===== src/rtl/dmem_pkg.sv =====
// Shared definitions for the data-memory arbiter: FSM states, dmem RW encodings
// and the word-alignment check used on requester byte addresses.
package dmem_pkg;

    typedef enum logic {
        ST_IDLE   = 1'b0,
        ST_ACCESS = 1'b1
    } state_t;

    localparam logic MEM_READ  = 1'b0;
    localparam logic MEM_WRITE = 1'b1;

    localparam logic [1:0] ALIGN_MASK = 2'b11;

    function automatic logic is_misaligned(input logic [1:0] addr_lsb);
        return (addr_lsb & ALIGN_MASK) != 2'b00;
    endfunction

endpackage


===== src/rtl/rr_arb2.sv =====
// Two-way round-robin picker: on contention the requester that did not win last
// time is chosen; a sole requester always wins.
module rr_arb2 (
    input  logic [1:0] req_i,
    input  logic       last_i,
    output logic       valid_o,
    output logic       winner_o
);

    always_comb begin
        valid_o  = |req_i;
        winner_o = (req_i == 2'b11) ? ~last_i : req_i[1];
    end

endmodule


===== src/rtl/dmem_arbiter.sv =====
// Shares the single-port dmem between the load/store unit (M0) and a debug/DMA
// loader (M1): IDLE arbitrates and latches, ACCESS drives dmem for one cycle.
module dmem_arbiter
    import dmem_pkg::*;
#(
    parameter int   ADDR_W     = 32,
    parameter int   DATA_W     = 32,
    parameter logic FIRST_PRIO = 1'b0
) (
    input  logic              clk,
    input  logic              rst,
    input  logic              m0_req,
    input  logic              m0_we,
    input  logic [ADDR_W-1:0] m0_addr,
    input  logic [DATA_W-1:0] m0_wdata,
    output logic              m0_gnt,
    output logic              m0_rvalid,
    output logic [DATA_W-1:0] m0_rdata,
    output logic              m0_err,
    input  logic              m1_req,
    input  logic              m1_we,
    input  logic [ADDR_W-1:0] m1_addr,
    input  logic [DATA_W-1:0] m1_wdata,
    output logic              m1_gnt,
    output logic              m1_rvalid,
    output logic [DATA_W-1:0] m1_rdata,
    output logic              m1_err,
    output logic              mem_RW,
    output logic [ADDR_W-1:0] mem_address,
    output logic [DATA_W-1:0] mem_wdata,
    input  logic [DATA_W-1:0] mem_rdata
);

    state_t            state_q;
    logic              last_q;
    logic              id_q;
    logic              we_q;
    logic              mis_q;
    logic [1:0]        gnt_q;
    logic [1:0]        rvalid_q;
    logic [1:0]        err_q;
    logic [DATA_W-1:0] rdata0_q;
    logic [DATA_W-1:0] rdata1_q;
    logic              mem_rw_q;
    logic [ADDR_W-1:0] mem_addr_q;
    logic [DATA_W-1:0] mem_wdata_q;

    logic              arb_valid;
    logic              arb_winner;
    logic              win_we;
    logic [ADDR_W-1:0] win_addr;
    logic [DATA_W-1:0] win_wdata;
    logic              win_mis;
    logic              rsp_d;
    logic [DATA_W-1:0] rdata_d;

    rr_arb2 u_arb (
        .req_i    ({m1_req, m0_req}),
        .last_i   (last_q),
        .valid_o  (arb_valid),
        .winner_o (arb_winner)
    );

    always_comb begin
        win_we    = m0_we;
        win_addr  = m0_addr;
        win_wdata = m0_wdata;
        if (arb_winner) begin
            win_we    = m1_we;
            win_addr  = m1_addr;
            win_wdata = m1_wdata;
        end
        win_mis = is_misaligned(win_addr[1:0]);
    end

    // Misaligned accesses answer like a read (rvalid+err) so writers learn of the error.
    always_comb begin
        rsp_d   = (we_q == MEM_READ) || mis_q;
        rdata_d = ((we_q == MEM_READ) && !mis_q) ? mem_rdata : '0;
    end

    always_ff @(posedge clk or posedge rst) begin
        if (rst) begin
            state_q     <= ST_IDLE;
            last_q      <= ~FIRST_PRIO;
            id_q        <= 1'b0;
            we_q        <= MEM_READ;
            mis_q       <= 1'b0;
            gnt_q       <= '0;
            rvalid_q    <= '0;
            err_q       <= '0;
            rdata0_q    <= '0;
            rdata1_q    <= '0;
            mem_rw_q    <= MEM_READ;
            mem_addr_q  <= '0;
            mem_wdata_q <= '0;
        end else begin
            gnt_q    <= '0;
            rvalid_q <= '0;
            err_q    <= '0;
            rdata0_q <= '0;
            rdata1_q <= '0;
            case (state_q)
                ST_IDLE: begin
                    if (arb_valid) begin
                        id_q              <= arb_winner;
                        we_q              <= win_we;
                        mis_q             <= win_mis;
                        last_q            <= arb_winner;
                        gnt_q[arb_winner] <= 1'b1;
                        mem_rw_q          <= (win_we == MEM_WRITE && !win_mis) ? MEM_WRITE : MEM_READ;
                        mem_addr_q        <= win_addr;
                        mem_wdata_q       <= win_wdata;
                        state_q           <= ST_ACCESS;
                    end
                end
                ST_ACCESS: begin
                    rvalid_q[id_q] <= rsp_d;
                    err_q[id_q]    <= mis_q;
                    if (id_q) begin
                        rdata1_q <= rdata_d;
                    end else begin
                        rdata0_q <= rdata_d;
                    end
                    mem_rw_q    <= MEM_READ;
                    mem_addr_q  <= '0;
                    mem_wdata_q <= '0;
                    state_q     <= ST_IDLE;
                end
                default: state_q <= ST_IDLE;
            endcase
        end
    end

    assign m0_gnt      = gnt_q[0];
    assign m1_gnt      = gnt_q[1];
    assign m0_rvalid   = rvalid_q[0];
    assign m1_rvalid   = rvalid_q[1];
    assign m0_err      = err_q[0];
    assign m1_err      = err_q[1];
    assign m0_rdata    = rdata0_q;
    assign m1_rdata    = rdata1_q;
    assign mem_RW      = mem_rw_q;
    assign mem_address = mem_addr_q;
    assign mem_wdata   = mem_wdata_q;

endmodule


===== config.mk =====
export PLATFORM = sky130hd
export DESIGN_NAME = dmem_arbiter
export DESIGN_NICKNAME = d
export VERILOG_FILES = /design/src/rtl/dmem_pkg.sv /design/src/rtl/rr_arb2.sv /design/src/rtl/dmem_arbiter.sv
export SDC_FILE = /design/constraint.sdc
export NUM_CORES = 1
export LEC_CHECK = 0
export CAP_MARGIN = 25
export CORE_MARGIN = 1.5
export CORE_UTILIZATION = 42
export DETAILED_ROUTE_END_ITERATION = 10
export HOLD_SLACK_MARGIN = 0.05
export PLACE_DENSITY = 0.88
export SYNTH_ARGS = -nofsm -noshare
export SYNTH_HDL_FRONTEND = slang
export SYNTH_SLANG_ARGS = --single-unit

===== constraint.sdc =====
create_clock -name clk -period 8.58 [get_ports clk]
set_clock_uncertainty 0.2 [all_clocks]
set_input_delay 1.716 -clock clk [delete_from_list [all_inputs] [get_ports clk]]
set_output_delay 1.716 -clock clk [all_outputs]
set_load 0.02 [all_outputs]

## Word level (Yosys, flattened, before mapping)

Cells that the tools add are included.

- Mux-type cells: 26
- Bitwise logic cells: 5
- Reduce and logical (&&, ||, !) cells: 10
- Equal/unequal tests: 2
- Magnitude comparators: 4

Operators by type and width:

| operator | number |
|---|---|
| 2-to-1 mux 32 bit | 9 |
| case mux 32 bit (2 select lines) | 2 |
| 2-to-1 mux 2 bit | 4 |
| 2-to-1 mux 1 bit | 7 |
| bitwise AND 2 bit | 2 |
| logical AND 1 bit | 4 |
| < comparator 1 x 2 -> 1 bit, second input constant | 2 |
| case mux 1 bit (2 select lines) | 2 |
| inverter 1 bit | 3 |
| demux 1 bit (select 1 bit) | 2 |
| == test 2 bit, second input constant | 1 |
| greater-or-equal comparator 1 bit, second input constant | 2 |
| zero test 1 bit | 2 |
| inequality test 2 bit, second input constant | 1 |
| AND reduction 2 bit | 1 |
| nonzero test 2 bit | 1 |
| OR reduction 2 bit | 1 |
| logical OR 1 bit | 1 |

- Bits in registers: 140
- Output and inout port bits: 135
- Word-level logic and storage cells: 60
- Input bits: 166

## Depth between registers and ports, before layout

- Depth after elaboration: 9
- Mapped depth: 6
- Gate-level depth less buffers: 3

## By module

A second synthesis with hierarchy kept.

- Cells, all modules: 463
- Area total of the unflattened synthesis: 5642.9 sq um

Modules (own cells, without submodules):

| module | instances | cells an instance | sequential area each (sq um) | area each (sq um) |
|---|---|---|---|---|
| dmem_arbiter | 1 | 461 | 3504.6 | 5629.1 |
| rr_arb2 | 1 | 2 | 0.0 | 13.8 |

## Worst setup path before layout

No wires, ideal clock.

- Path type: input to register
- From: in m1_req
- To: reg mem_rw_q, in the netlist mem_RW
- Stages: 6
- Path buffers: 3
- Setup slack: 5706 ps
- Setup time: 126 ps
- Arrival: 2547 ps
- Cells stage by stage: a21boi_2 -> buf_4 -> buf_12 -> buf_8 -> a32oi_1 -> o21ai_1

- Word-level cells in the longest chain between the ends: 9

RTL lines:

| element | RTL line | source |
|---|---|---|
| from (decl) | dmem_arbiter.sv:20 | `input logic m1_req,` |
| == test 2 bit | rr_arb2.sv:12 | `winner_o = (req_i == 2'b11) ? ~last_i : req_i[1];` |
| 2-to-1 mux 1 bit | rr_arb2.sv:12 |  |
| 2-to-1 mux 32 bit | dmem_arbiter.sv:68 | `if (arb_winner) begin` |
| nonzero test 2 bit | dmem_pkg.sv:16 | `return (addr_lsb & ALIGN_MASK) != 2'b00;` |
| zero test 1 bit | dmem_arbiter.sv:111 | `mem_rw_q <= (win_we == MEM_WRITE && !win_mis) ? MEM_WRITE : MEM_READ;` |
| logical AND 1 bit | dmem_arbiter.sv:111 |  |
| 2-to-1 mux 1 bit | dmem_arbiter.sv:111 |  |
| 2-to-1 mux 1 bit | dmem_arbiter.sv:105 | `if (arb_valid) begin` |
| case mux 1 bit (2 select lines) | dmem_arbiter.sv:103 | `case (state_q)` |
| to (signal assigned) | dmem_arbiter.sv:111 |  |
| to (decl) | dmem_arbiter.sv:44 | `logic mem_rw_q;` |

Several ways; a longest one is shown, not always the timed one. The select of a mux whose other input is x is not followed.
A chain may end at the register's enable or synchronous reset.

## Worst setup path in the final report

- From: in m1_req
- To: reg mem_wdata_q[2], in the netlist mem_wdata[2]

- Word-level cells in the longest chain between the ends: 5

RTL lines:

| element | RTL line | source |
|---|---|---|
| == test 2 bit | rr_arb2.sv:12 |  |
| 2-to-1 mux 1 bit | rr_arb2.sv:12 |  |
| 2-to-1 mux 32 bit | dmem_arbiter.sv:68 |  |
| 2-to-1 mux 32 bit | dmem_arbiter.sv:105 |  |
| case mux 32 bit (2 select lines) | dmem_arbiter.sv:103 |  |
| to (signal assigned) | dmem_arbiter.sv:113 | `mem_wdata_q <= win_wdata;` |
| to (decl) | dmem_arbiter.sv:46 | `logic [DATA_W-1:0] mem_wdata_q;` |

Several ways; a longest one is shown, not always the timed one. The select of a mux whose other input is x is not followed.

==> impl_metrics.toml <==
[clocking]
cts_hold_buf = 0
htree_levels = 4
cts-resized-gates = 0
insertion_delay_ns = 0.41
cts.clk_slew.worst_paths_ns = 0.05
cts_buffers = 17
clock_path_buffers = 2
cts.sinks = 140
root_buffer = "clkbuf_16"
cts_tree = "yes"
post_cts_buffers = 0

[routing]
route.vias.total = 4569
vias_per_cell = 4.86
wl_per_cell_um = 17.4
drt_iter0_drc = 206
first_pass_iters = 5
antenna_left = 0
routed_wl_um = 16300
drc = 0

[power]
switching_power_mw = 0.498
seqPwrFrac = 0.392
swShare = 0.260
leakagePower_nw = 4.08
comb_power_share = 0.211
clockPowerShare = 0.396
p_int_mw = 1.42
ir_worst_vdd_v = 0.000187
p_per_area_nw_per_um2 = 207

[timing]
setup_tns_ns = 0
finalHoldViolCount = 0
fmax_ghz = 0.282
min_period_ns = 3.54
drv_slew = 0
setup_viol = 0
rsz0062_at_grt = "no"
slew_headroom = 0.582
timing.final.crit_share = 0.413
worst_slew_pin_slew_ns = 0.627

[job]
maxCapViolCount = 0

[synth]
synth_warnings = 0
synth_cells = 456
ys_types = 26
synth_nets = 622
yosysSeqAreaShare = 0.638
synthesis.area_um2 = 5490
synth-seq-cells = 140
syn_area_per_cell_um2 = 12.0

[cells_and_area]
area_growth_pct = 68.3
final_cell_area_um2 = 9250
layout_commonest_cell = "clkdlybuf4s50_1"
mostFrequentLayoutCells = "300 x clkdlybuf4s50_1, 139 x dfrtp_1, 68 x nand2_1"
n_antenna_cell = 0
final_nets = 922
drive_above_1_share = 0.0599

[die]
dieWidth_um = 117
die_area_um2 = 13800
die_h_um = 117
io_pins = 301
placement_rows = 41
coreArea_um2 = 12700
start_util = 0.433

[critical_path]
cp_max_fo = 37
ff2ff_path_depth = 4
cp_cell_sequence = "clkdlybuf4s50_1 -> a21boi_4 -> buf_4 -> mux2i_1 -> o21ai_0"
cp_data_required_time_ns = 8.65
crit_buf_inv = 2
slowest_delay_ns = 0.61
cpMaxStageDelayCell = "clkdlybuf4s50_1"
end_kind = "flip-flop"
critical_path.top_delay_family = "buffers and inverters"
cp-start-kind = "input port"
path_depth = 5
worstPathArrival_ns = 3.61
path_class = "input port to flip-flop"

[grt]
grtUsageTotal = 0.246
grt_max_degree = 80
grt_pass1_vias = 4939
grt_pass1_wl_um = 26100
overflow = 0
antenna_found_initial = 0

[place]
place_area_um2 = 8600
place.gp.congestion = 0.822
dp_hpwl_um = 12000
port_buffers = 300

[outcome]
status = "finished clean"

[min_path]
whs_path_depth = 2
min_path_type = "flip-flop to flip-flop"
-- routing by layer --
metal	routed length, µm	GRT usage	up-vias
li1	-	-	2112
met1	5730	0.247	2200
met2	8480	0.441	219
met3	1620	0.105	38
met4	497	0.111	0
met5	0	0	-
-- final timing paths --
kind | from | endpoint | slack [ns]
max in group asynchronous | rst | m0_rdata[12]$_DFF_PP0_ | 5.63
worst max register to register | last_q$_DFFE_PP1P_ | mem_wdata[2]$_DFFE_PP0P_ | 6.65
worst max-delay path | m1_req | mem_wdata[2]$_DFFE_PP0P_ | 5.04
worst min-delay path | mem_address[27]$_DFFE_PP0P_ | mem_address[27]$_DFFE_PP0P_ | 0.28
worst min register to register | mem_address[27]$_DFFE_PP0P_ | mem_address[27]$_DFFE_PP0P_ | 0.28
min in group asynchronous | rst | m0_rdata[8]$_DFF_PP0_ | 1.57
-- worst register-to-register path, cell delays in order, from the launching register on --
cell and delay, ns:
dfstp_2 0.39, a21boi_4 0.15, buf_4 0.53, mux2i_1 0.41, o21ai_0 0.12
-- kinds of logic after synthesis --
group / after synthesis / synth area share
mux: 66 / 0.121
simple gates: 148 / 0.136
compound gates: 70 / 0.0667
buf+inv: 32 / 0.0392
flops: 140 / 0.638
-- cells in the mapped netlist --
cell | number | area share
buf_4 | 1 | 0.0014
a21boi_2 | 1 | 0.0020
buf_2 | 7 | 0.0064
dfstp_2 | 1 | 0.0048
mux2_2 | 1 | 0.0020
a32oi_1 | 1 | 0.0016
o21bai_1 | 1 | 0.0014
o21ai_0 | 46 | 0.042
nand2_1 | 68 | 0.046
o21ai_1 | 19 | 0.017
nor3_2 | 2 | 0.0036
buf_12 | 2 | 0.0073
a21o_1 | 1 | 0.0014
o22ai_1 | 1 | 0.0011
inv_1 | 4 | 0.0027
nand2b_1 | 2 | 0.0023
buf_6 | 5 | 0.010
clkbuf_2 | 1 | 0.00091
clkbuf_1 | 11 | 0.0075
mux2i_1 | 65 | 0.12
nor3_1 | 1 | 0.00091
nor2_1 | 7 | 0.0048
and2_1 | 64 | 0.073
dfrtp_1 | 139 | 0.63
nor2b_1 | 4 | 0.0046
buf_8 | 1 | 0.0027
-- power by group through the flow --
stage	logic (mW)	registers, mW	clock network [mW]
after global routing	0.431	0.759	0.807
after global placement	0.395	0.760	0
final	0.406	0.752	0.761
after floorplan	0.125	0.826	0
after CTS	0.409	0.753	0.771
after detailed placement	0.406	0.764	0
-- final cells by class --
type	instances	area (µm²)
fillers	834	3420
clock inverters	11	169
flip-flops and latches	140	3500
repair buffers	309	3090
clock buffers	20	447
inverters	4	20.0
well taps	172	215
multi-input cells	284	1800
-- state kept, by name, indices dropped and copies added, names as in the netlist --
| signal | count |
|---|---|
| mem_address | 32 |
| state_q | 1 |
| last_q | 1 |
| m1_rdata | 32 |
| id_q | 1 |
| mis_q | 1 |
| mem_wdata | 32 |
| err_q | 2 |
| m0_rdata | 32 |
| gnt_q | 2 |
| we_q | 1 |
| mem_RW | 1 |
| rvalid_q | 2 |
-- through the flow --
stage / setup WS, ns / hold WS, ns / utilization / power, mW / cells
floorplan: 2.91 / 0.257 / - / 0.951 / 456
global placement: 4.37 / 0.263 / 0.678 / 1.16 / 907
detailed placement: 4.61 / 0.271 / 0.679 / 1.17 / 908
CTS: 5.04 / 0.285 / 0.728 / 1.93 / 939
global route: 4.98 / 0.310 / 0.730 / 2.00 / 940
finish: 5.04 / 0.281 / 0.730 / 1.92 / 940
(Power assumes the default switching activity.)
